### config.mk
export PLATFORM = sky130hd
export DESIGN_NAME = zmem_access_ctrl
export DESIGN_NICKNAME = d
export VERILOG_FILES = /design/src/rtl/zmem_pkg.sv /design/src/rtl/zmem_rd_tag_pipe.sv /design/src/rtl/zmem_access_ctrl.sv
export SDC_FILE = /design/constraint.sdc
export NUM_CORES = 1
export LEC_CHECK = 0
export ABC_AREA = 1
export CORE_MARGIN = 3
export CORE_UTILIZATION = 44
export DETAILED_ROUTE_END_ITERATION = 10
export HOLD_SLACK_MARGIN = 0.05
export PLACE_DENSITY = 0.93
export SYNTH_ARGS = -nofsm -noshare
export SYNTH_HDL_FRONTEND = slang
export SYNTH_SLANG_ARGS = --single-unit
### constraint.sdc
create_clock -name clk -period 8.5 [get_ports clk]
set_input_delay 1.275 -clock clk [delete_from_list [all_inputs] [get_ports clk]]
set_output_delay 1.275 -clock clk [all_outputs]
set_load 0.1 [all_outputs]
### src/rtl/zmem_pkg.sv
// Shared types and helpers for the Z memory access controller.
package zmem_pkg;

    typedef enum logic [1:0] {
        IDLE  = 2'd0,
        SWEEP = 2'd1,
        DRAIN = 2'd2
    } state_e;

    typedef enum logic {
        REQ_WRITE = 1'b0,
        REQ_SWEEP = 1'b1
    } req_e;

    // Two rows are read per cycle; an odd row count leaves a half-used final pair.
    function automatic int unsigned pairs_per_col(input int unsigned n);
        return (n + 1) / 2;
    endfunction

    // Counter width that never collapses to zero bits.
    function automatic int unsigned idx_width(input int unsigned n);
        return (n > 1) ? $clog2(n) : 1;
    endfunction

endpackage

### src/rtl/zmem_rd_tag_pipe.sv
// Delays the read tag so it lines up with data returning from the memory.
module zmem_rd_tag_pipe #(
    parameter int unsigned WIDTH   = 1,
    parameter int unsigned LATENCY = 1
) (
    input  logic             clk,
    input  logic             rst,
    input  logic [WIDTH-1:0] i_tag,
    output logic [WIDTH-1:0] o_tag
);

    logic [WIDTH-1:0] r_pipe [LATENCY];

    always_ff @(posedge clk or posedge rst) begin
        if (rst) begin
            for (int i = 0; i < LATENCY; i++) begin
                r_pipe[i] <= '0;
            end
        end else begin
            r_pipe[0] <= i_tag;
            for (int i = 1; i < LATENCY; i++) begin
                r_pipe[i] <= r_pipe[i-1];
            end
        end
    end

    assign o_tag = r_pipe[LATENCY-1];

endmodule

### src/rtl/zmem_access_ctrl.sv
// Owns the Z memory: arbitrates loader writes against full-matrix sweeps
// and streams tagged row pairs back to the update engine.
module zmem_access_ctrl
    import zmem_pkg::*;
#(
    parameter int unsigned DATA_WIDTH = 16,
    parameter int unsigned ADDR_WIDTH = 13,
    parameter int unsigned M          = 1024,
    parameter int unsigned N          = 7,
    parameter int unsigned LATENCY    = 1
) (
    input  logic                  clk,
    input  logic                  rst,
    input  logic                  i_wr_valid,
    output logic                  o_wr_ready,
    input  logic [$clog2(N)-1:0]  i_wr_row,
    input  logic [$clog2(M)-1:0]  i_wr_col,
    input  logic [DATA_WIDTH-1:0] i_wr_data,
    output logic                  o_wr_err,
    input  logic                  i_sweep_start,
    output logic                  o_sweep_busy,
    output logic                  o_sweep_done,
    output logic                  o_rd_valid,
    output logic [DATA_WIDTH-1:0] o_rd_data0,
    output logic [DATA_WIDTH-1:0] o_rd_data1,
    output logic [1:0]            o_rd_mask,
    output logic [$clog2(M)-1:0]  o_rd_col,
    output logic                  o_rd_last,
    output logic                  o_mem_read_en,
    output logic                  o_mem_write_en,
    output logic [ADDR_WIDTH-1:0] o_mem_addr1,
    output logic [ADDR_WIDTH-1:0] o_mem_addr2,
    output logic [DATA_WIDTH-1:0] o_mem_din1,
    input  logic [DATA_WIDTH-1:0] i_mem_dout1,
    input  logic [DATA_WIDTH-1:0] i_mem_dout2,
    input  logic                  i_mem_dout_valid
);

    localparam int unsigned CW    = $clog2(M);
    localparam int unsigned P     = pairs_per_col(N);
    localparam int unsigned PW    = idx_width(P);
    localparam bit          ODD_N = (N % 2) == 1;

    typedef struct packed {
        logic          valid;
        logic [1:0]    mask;
        logic [CW-1:0] col;
        logic          last;
        logic          fin;
    } tag_t;

    localparam int unsigned TAG_W = $bits(tag_t);

    state_e        r_state;
    req_e          r_rr_last;
    logic [CW-1:0] r_col;
    logic [PW-1:0] r_pair;
    logic          r_wr_err;

    logic                  w_wr_oob;
    logic                  w_wr_grant;
    logic                  w_sw_grant;
    logic                  w_in_sweep;
    logic                  w_last_pair;
    logic                  w_last_col;
    logic                  w_odd_tail;
    logic                  w_rd_fire;
    logic [ADDR_WIDTH-1:0] w_wr_addr;
    logic [ADDR_WIDTH-1:0] w_rd_base;
    logic [ADDR_WIDTH-1:0] w_rd_addr1;
    logic [ADDR_WIDTH-1:0] w_rd_addr2;
    tag_t                  w_tag_in;
    tag_t                  w_tag_out;

    // Arbitration: on a tie, the requester that did not win last time goes.
    assign w_wr_grant = !rst && (r_state == IDLE) && i_wr_valid &&
                        (!i_sweep_start || (r_rr_last == REQ_SWEEP));
    assign w_sw_grant = (r_state == IDLE) && i_sweep_start &&
                        (!i_wr_valid || (r_rr_last == REQ_WRITE));
    assign w_wr_oob   = (32'(i_wr_row) >= N) || (32'(i_wr_col) >= M);
    assign w_wr_addr  = ADDR_WIDTH'(i_wr_col) * ADDR_WIDTH'(N) + ADDR_WIDTH'(i_wr_row);

    assign w_in_sweep  = (r_state == SWEEP);
    assign w_last_pair = (32'(r_pair) == P - 1);
    assign w_last_col  = (32'(r_col) == M - 1);
    assign w_odd_tail  = ODD_N && w_last_pair;
    assign w_rd_base   = ADDR_WIDTH'(r_col) * ADDR_WIDTH'(N);
    assign w_rd_addr1  = w_rd_base + ADDR_WIDTH'({r_pair, 1'b0});
    assign w_rd_addr2  = w_odd_tail ? w_rd_addr1 : w_rd_addr1 + ADDR_WIDTH'(1);

    always_comb begin
        w_tag_in       = '0;
        w_tag_in.valid = w_in_sweep;
        w_tag_in.mask  = w_odd_tail ? 2'b01 : 2'b11;
        w_tag_in.col   = r_col;
        w_tag_in.last  = w_last_pair;
        w_tag_in.fin   = w_last_pair && w_last_col;
    end

    zmem_rd_tag_pipe #(
        .WIDTH   (TAG_W),
        .LATENCY (LATENCY)
    ) u_tag_pipe (
        .clk   (clk),
        .rst   (rst),
        .i_tag (w_tag_in),
        .o_tag (w_tag_out)
    );

    always_ff @(posedge clk or posedge rst) begin
        if (rst) begin
            r_state   <= IDLE;
            r_rr_last <= REQ_WRITE;
            r_col     <= '0;
            r_pair    <= '0;
            r_wr_err  <= 1'b0;
        end else begin
            r_wr_err <= w_wr_grant && w_wr_oob;
            case (r_state)
                IDLE: begin
                    if (w_sw_grant) begin
                        r_state   <= SWEEP;
                        r_rr_last <= REQ_SWEEP;
                        r_col     <= '0;
                        r_pair    <= '0;
                    end else if (w_wr_grant) begin
                        r_rr_last <= REQ_WRITE;
                    end
                end
                SWEEP: begin
                    if (w_last_pair) begin
                        r_pair <= '0;
                        if (w_last_col) begin
                            r_state <= DRAIN;
                        end else begin
                            r_col <= r_col + CW'(1);
                        end
                    end else begin
                        r_pair <= r_pair + PW'(1);
                    end
                end
                DRAIN: begin
                    // Leave once the final pair's tag has come out of the pipe.
                    if (w_tag_out.valid && w_tag_out.fin) begin
                        r_state <= IDLE;
                    end
                end
                default: r_state <= IDLE;
            endcase
        end
    end

    assign o_wr_ready     = w_wr_grant;
    assign o_wr_err       = r_wr_err;
    assign o_mem_write_en = w_wr_grant && !w_wr_oob;
    assign o_mem_read_en  = w_in_sweep;
    assign o_mem_addr1    = w_in_sweep ? w_rd_addr1 : (o_mem_write_en ? w_wr_addr : '0);
    assign o_mem_addr2    = w_in_sweep ? w_rd_addr2 : '0;
    assign o_mem_din1     = o_mem_write_en ? i_wr_data : '0;
    assign o_sweep_busy   = (r_state != IDLE);

    // Read side is unregistered: tag and memory data meet combinationally.
    assign w_rd_fire    = i_mem_dout_valid && w_tag_out.valid;
    assign o_rd_valid   = w_rd_fire;
    assign o_rd_data0   = w_rd_fire ? i_mem_dout1 : '0;
    assign o_rd_data1   = w_rd_fire ? i_mem_dout2 : '0;
    assign o_rd_mask    = w_rd_fire ? w_tag_out.mask : 2'b00;
    assign o_rd_col     = w_rd_fire ? w_tag_out.col : '0;
    assign o_rd_last    = w_rd_fire && w_tag_out.last;
    assign o_sweep_done = w_tag_out.valid && w_tag_out.fin;

endmodule
* Word level (Yosys, flattened, before mapping) *
Cells that the tools add are included.
W data, S select, Z words.

word-level totals
  bits in registers = 31
  latch bits = 0
  RAM bits = 0
  memories = 0
  ROM bits = 0
  output and inout bits = 94

cells by class
  equal/unequal tests = 9
  add/subtract/negate cells = 5
  multiplexer cells = 24
  reduce and logical (&&, ||, !) cells = 25
  multipliers = 2
  shift operators = 0
  order comparisons = 1
  divide/modulo/power cells = 0
  bitwise logic cells = 1

operators by type and width
  cell                     count
  $mux W13                 4
  $mux W16                 3
  $mux W10                 4
  $add A13 B3 Y13          2
  $mul A10 B3 Y13 const B  2
  $pmux W10 S2             1
  $mux W2                  8
  $add A13 B1 Y13 const B  1
  $logic_and A1 B1 Y1      11
  $add A10 B1 Y10 const B  1
  $eq A10 B10 Y1 const B   1
  $reduce_and A4 Y1        2
  $ne A2 B2 Y1 const B     3
  $pmux W2 S3              1
  $reduce_bool A2 Y1       3
  $eq A2 B2 Y1 const B     2
  $logic_not A1 Y1         4
  $ne A2 B1 Y1 const B     2
  $pmux W2 S2              1
  $reduce_and A2 Y1        2
  $ge A3 B3 Y1 const B     1
  $add A2 B1 Y2 const B    1
  $eq A2 B1 Y1 const B     1
  $logic_not A2 Y1         1
  other kinds (3)          5

* Logic depth before layout (Yosys ltp) *
  depth after elaboration = 7
  mapped depth = 18
  mapped depth without buffers = 18

* By module *
From an unflattened synthesis, not the netlist that was laid out.

second synthesis, totals
  cells, all modules = 613
  area total of the unflattened synthesis = 4092.7 um^2

by module, submodules not included
  module            seq. area each (um^2)  area an instance (um^2)  times used  cells each
  zmem_access_ctrl  400.4                  3713.6                   1           597
  zmem_rd_tag_pipe  375.4                  379.1                    1           16

* Worst setup path before layout *
Ideal clock, no wire load.

  path type = in2out
  from = in rst
  to = out o_mem_addr1[5]
  setup slack = 1128 ps
  path buffers = 0
  arrival time = 6097 ps
  required time = 7225 ps
  cell stages on the path = 7
  cell sequence = inv_1 nand2_1 nor3_2 nand2_1 inv_1 nand2_1 o22ai_1

between the ends
  longest elaborated chain between the ends = 7

ends and longest elaborated chain
  item                               line                     text
  from (decl)                        zmem_access_ctrl.sv:13   input logic rst,
  $logic_not A1 Y1 (no line)         n/a
  $logic_and A1 B1 Y1 (3 in series)  zmem_access_ctrl.sv:76   assign w_wr_grant = !rst && (r_state == IDLE) && i_wr_valid &&
  net o_wr_ready                     zmem_access_ctrl.sv:15   output logic o_wr_ready,
  $logic_and A1 B1 Y1                zmem_access_ctrl.sv:155  assign o_mem_write_en = w_wr_grant && !w_wr_oob;
  net o_mem_write_en                 zmem_access_ctrl.sv:30   output logic o_mem_write_en,
  $mux W13 (2 in series)             zmem_access_ctrl.sv:157  assign o_mem_addr1 = w_in_sweep ? w_rd_addr1 : (o_mem_write_en ? w_wr_addr : '0);
  to (decl)                          zmem_access_ctrl.sv:31   output logic [ADDR_WIDTH-1:0] o_mem_addr1,

The timed path passes the listed nets, and every way through them passes these cells.

* Worst setup path after layout *
  from = in i_wr_col[0]
  to = out o_mem_addr1[12]

between the ends
  longest elaborated chain between the ends = 4

ends and longest elaborated chain
  item                    line                     text
  from (decl)             zmem_access_ctrl.sv:17   input logic [$clog2(M)-1:0] i_wr_col,
  $mul A10 B3 Y13         zmem_access_ctrl.sv:81   assign w_wr_addr = ADDR_WIDTH'(i_wr_col) * ADDR_WIDTH'(N) + ADDR_WIDTH'(i_wr_row);
  $add A13 B3 Y13         zmem_access_ctrl.sv:81
  $mux W13 (2 in series)  zmem_access_ctrl.sv:157

Every way passes these cells.

==> out/results.ini <==
[run_status]
outcome = completed

[critical_path]
reg2reg_depth = 11
critical_path_arrival_ps = 5350
path_max_fanout = 4
crit_type = in -> out
r2r-end = r_col[6]
regToRegSetupSlack_ps = 6390
r2r-start = r_pair[0]
cp_data_required_time_ps = 7220
cp-start-kind = primary input
endpoint_kind = output port

[floorplan]
dieArea_sq_um = 10510
placeableCoreArea_sq_um = 8891
start_util = 0.4610
die_h_um = 102.5
ios = 160
die_w_um = 102.5
rows = 34

[global_route]
grt_usage = 0.2009
grt_pass1_wl_um = 17280
grt_max_degree = 35
grt_pass1_vias = 4015
antenna_found_initial = 0
overflow = 0

[min_path]
min_to = u_tag_pipe.o_tag[6]
min_path_type = reg -> reg
hold_path_startpoint = r_col[4]
worstHoldPathCells = 0

[timing]
fmax_ghz = 0.1509
fin_setup_tns_ps = 0
worst_pin_slew_ps = 1032
slew_headroom = 0.3099
rsz0062_at_grt = false
slew_violations = 0
setup_viol = 0
fin_worst_skew_ps = 6.254
fin_crit_ps = 6626
fin_crit_sh = 0.7795
finalHoldViolCount = 0
finalWorstSetupSlack_ps = 1874

[placed_design]
place_ws_ps = 1885
post-dp-hpwl_um = 8891
gp_congestion = 0.8676
port_buffers = 159

[clock_network]
worstSkewPairLatency_ps = 280
cts_setup_buffers = 0
clockBufferDepth = 2
path_clk_slew_ps = 60
cts_tree = built
root_buffer = clkbuf_8
cts_inserted_buffers = 5
cts_hold_buf = 0
clkSinkCount = 31
cts_htree_levels = 2
cts_resized = 0

[route]
drt_iter0_drc = 138
finalWirelength_um = 10630
vias = 4248
dr.pass1.iters = 4
route.detailed.drc = 0
ant_nets = 0
viasPerCell = 4.805
routedWlPerCell_um = 12.03

[yosys]
async_flop_share = 1.000
synthCells = 616
syn_nets = 758
yosys_warnings = 0
yosysSeqAreaShare = 0.1893
avgSynthCellArea_sq_um = 6.654
mappedNetlistArea_sq_um = 4099
synth_seq_cells = 31
synth-edff-count = 0
synth_cell_types = 33
synth_ff_type = dfrtp_1

[power]
leakagePower_nw = 3.029
finalPower_mw = 0.3992
p_per_area_nw_per_um2 = 67.70
irDropWorstVdd_mv = 0.05478

[final_layout]
diodes = 0
final_layout_size_suffix_gt1_frac = 0.02706
final_nets = 918
area_delta_synth_final_pct = 43.86

[run]
cap_violations = 0

[layer usage]
metal  share of wire  track usage  routed length [um]  up-vias
met2            0.50       0.3669                5271      151
met5               0            0                   0        -
li1                -            -                   -     2197
met4           0.019      0.06963                 198        0
met3           0.081      0.03451                 858       16
met1            0.40       0.2363                4303     1884
[Yosys cell counts, drive strengths merged (5+ instances only)]
master | number | share of area
fa | 22 | 0.11
inv | 156 | 0.14
a21oi | 31 | 0.038
nand4 | 14 | 0.021
dfrtp | 31 | 0.19
clkbuf | 5 | 0.0046
nor3 | 10 | 0.016
nand3 | 28 | 0.037
nor2 | 94 | 0.092
o21ai | 29 | 0.035
nand2 | 118 | 0.11
ha | 54 | 0.16
[placed cells by master (no fill, tap or decap), types with 2 or more instances in the layout]
cell	netlist	routed
buf_4	0	3
o21ai_0	26	26
ha_1	54	54
nor2_1	90	90
dfrtp_1	31	31
nand3_2	2	2
nand3_1	26	26
inv_1	156	156
fa_1	22	22
o21ai_1	3	3
nor3_1	8	8
xor2_1	3	3
clkdlybuf4s50_1	0	159
o22ai_1	3	3
nand2_1	117	117
o31ai_1	3	3
o21bai_1	2	2
nor2_4	3	3
clkbuf_8	0	6
nand4_1	14	14
a21oi_1	31	31
[flip-flops by register name (all words and copies together), names as in the netlist]
signal / cells
r_rr_last: 1
r_state: 2
r_col: 10
r_pair: 2
o_wr_err: 1
u_tag_pipe.o_tag: 15
[stage by stage]
step	hold slack, ps	util	area [sq um]	std cells
global route	460.4	0.6632	5897	884
detailed placement	426.8	0.6534	5809	877
CTS	440.8	0.6632	5897	884
global placement	419.3	0.6534	5809	877
floorplan	403.0	-	4099	616
finish	436.8	0.6632	5897	884
[worst max path at each step]
stage	from	endpoint	slack [ps]	depth (start not counted)
final	i_wr_col[0]	o_mem_addr1[12]	1870	15
after global routing	i_wr_col[1]	o_mem_addr1[10]	1660	15
after CTS	i_wr_col[0]	o_mem_addr1[12]	1880	15
after detailed placement	i_wr_col[2]	o_mem_addr1[12]	1890	15
after global placement	i_wr_col[0]	o_mem_addr1[12]	1930	15
after floorplan	rst	o_mem_addr1[5]	1130	7
[worst max-delay path, cell delays in order]
cell             delay (ps)
clkdlybuf4s50_1         480
fa_1                    550
inv_1                    50
fa_1                    520
inv_1                    60
ha_1                    280
nand3_1                  70
nand2_1                 120
inv_1                    40
o21ai_0                 350
a21oi_1                 140
a21oi_1                 140
nand2_1                  70
nand2_1                  60
clkdlybuf4s50_1        1130
[area by class of cell]
type / count / area [sq um]
tap: 108 / 135.1
fill: 747 / 2994
inverter: 156 / 585.6
sequential: 31 / 775.7
clock inverter: 1 / 5.005
timing repair buffer: 162 / 1614
clock buffer: 6 / 82.58
multi-input combinational: 420 / 2699
[logic make-up after synthesis]
group	after synthesis	share of synthesized area
AND/OR/NAND/NOR	267	0.2799
buffers and inverters	165	0.1523
adder cells (fa/ha/maj)	76	0.2723
AO/OA/AOI/OAI	71	0.09279
flip-flops	31	0.1893
XOR/XNOR	5	0.01252
other	1	0.0009149
[power by group]
part	internal [mW]	leakage (nW)	total (mW)	switching, mW
combinational	0.0659	2.65	0.137	0.0715
sequential	0.148	0.333	0.148	0.000196
clock	0.0633	0.0470	0.114	0.0502
total	0.277	3.03	0.399	0.122
No activity file was read; power rests on OpenSTA's default activity.
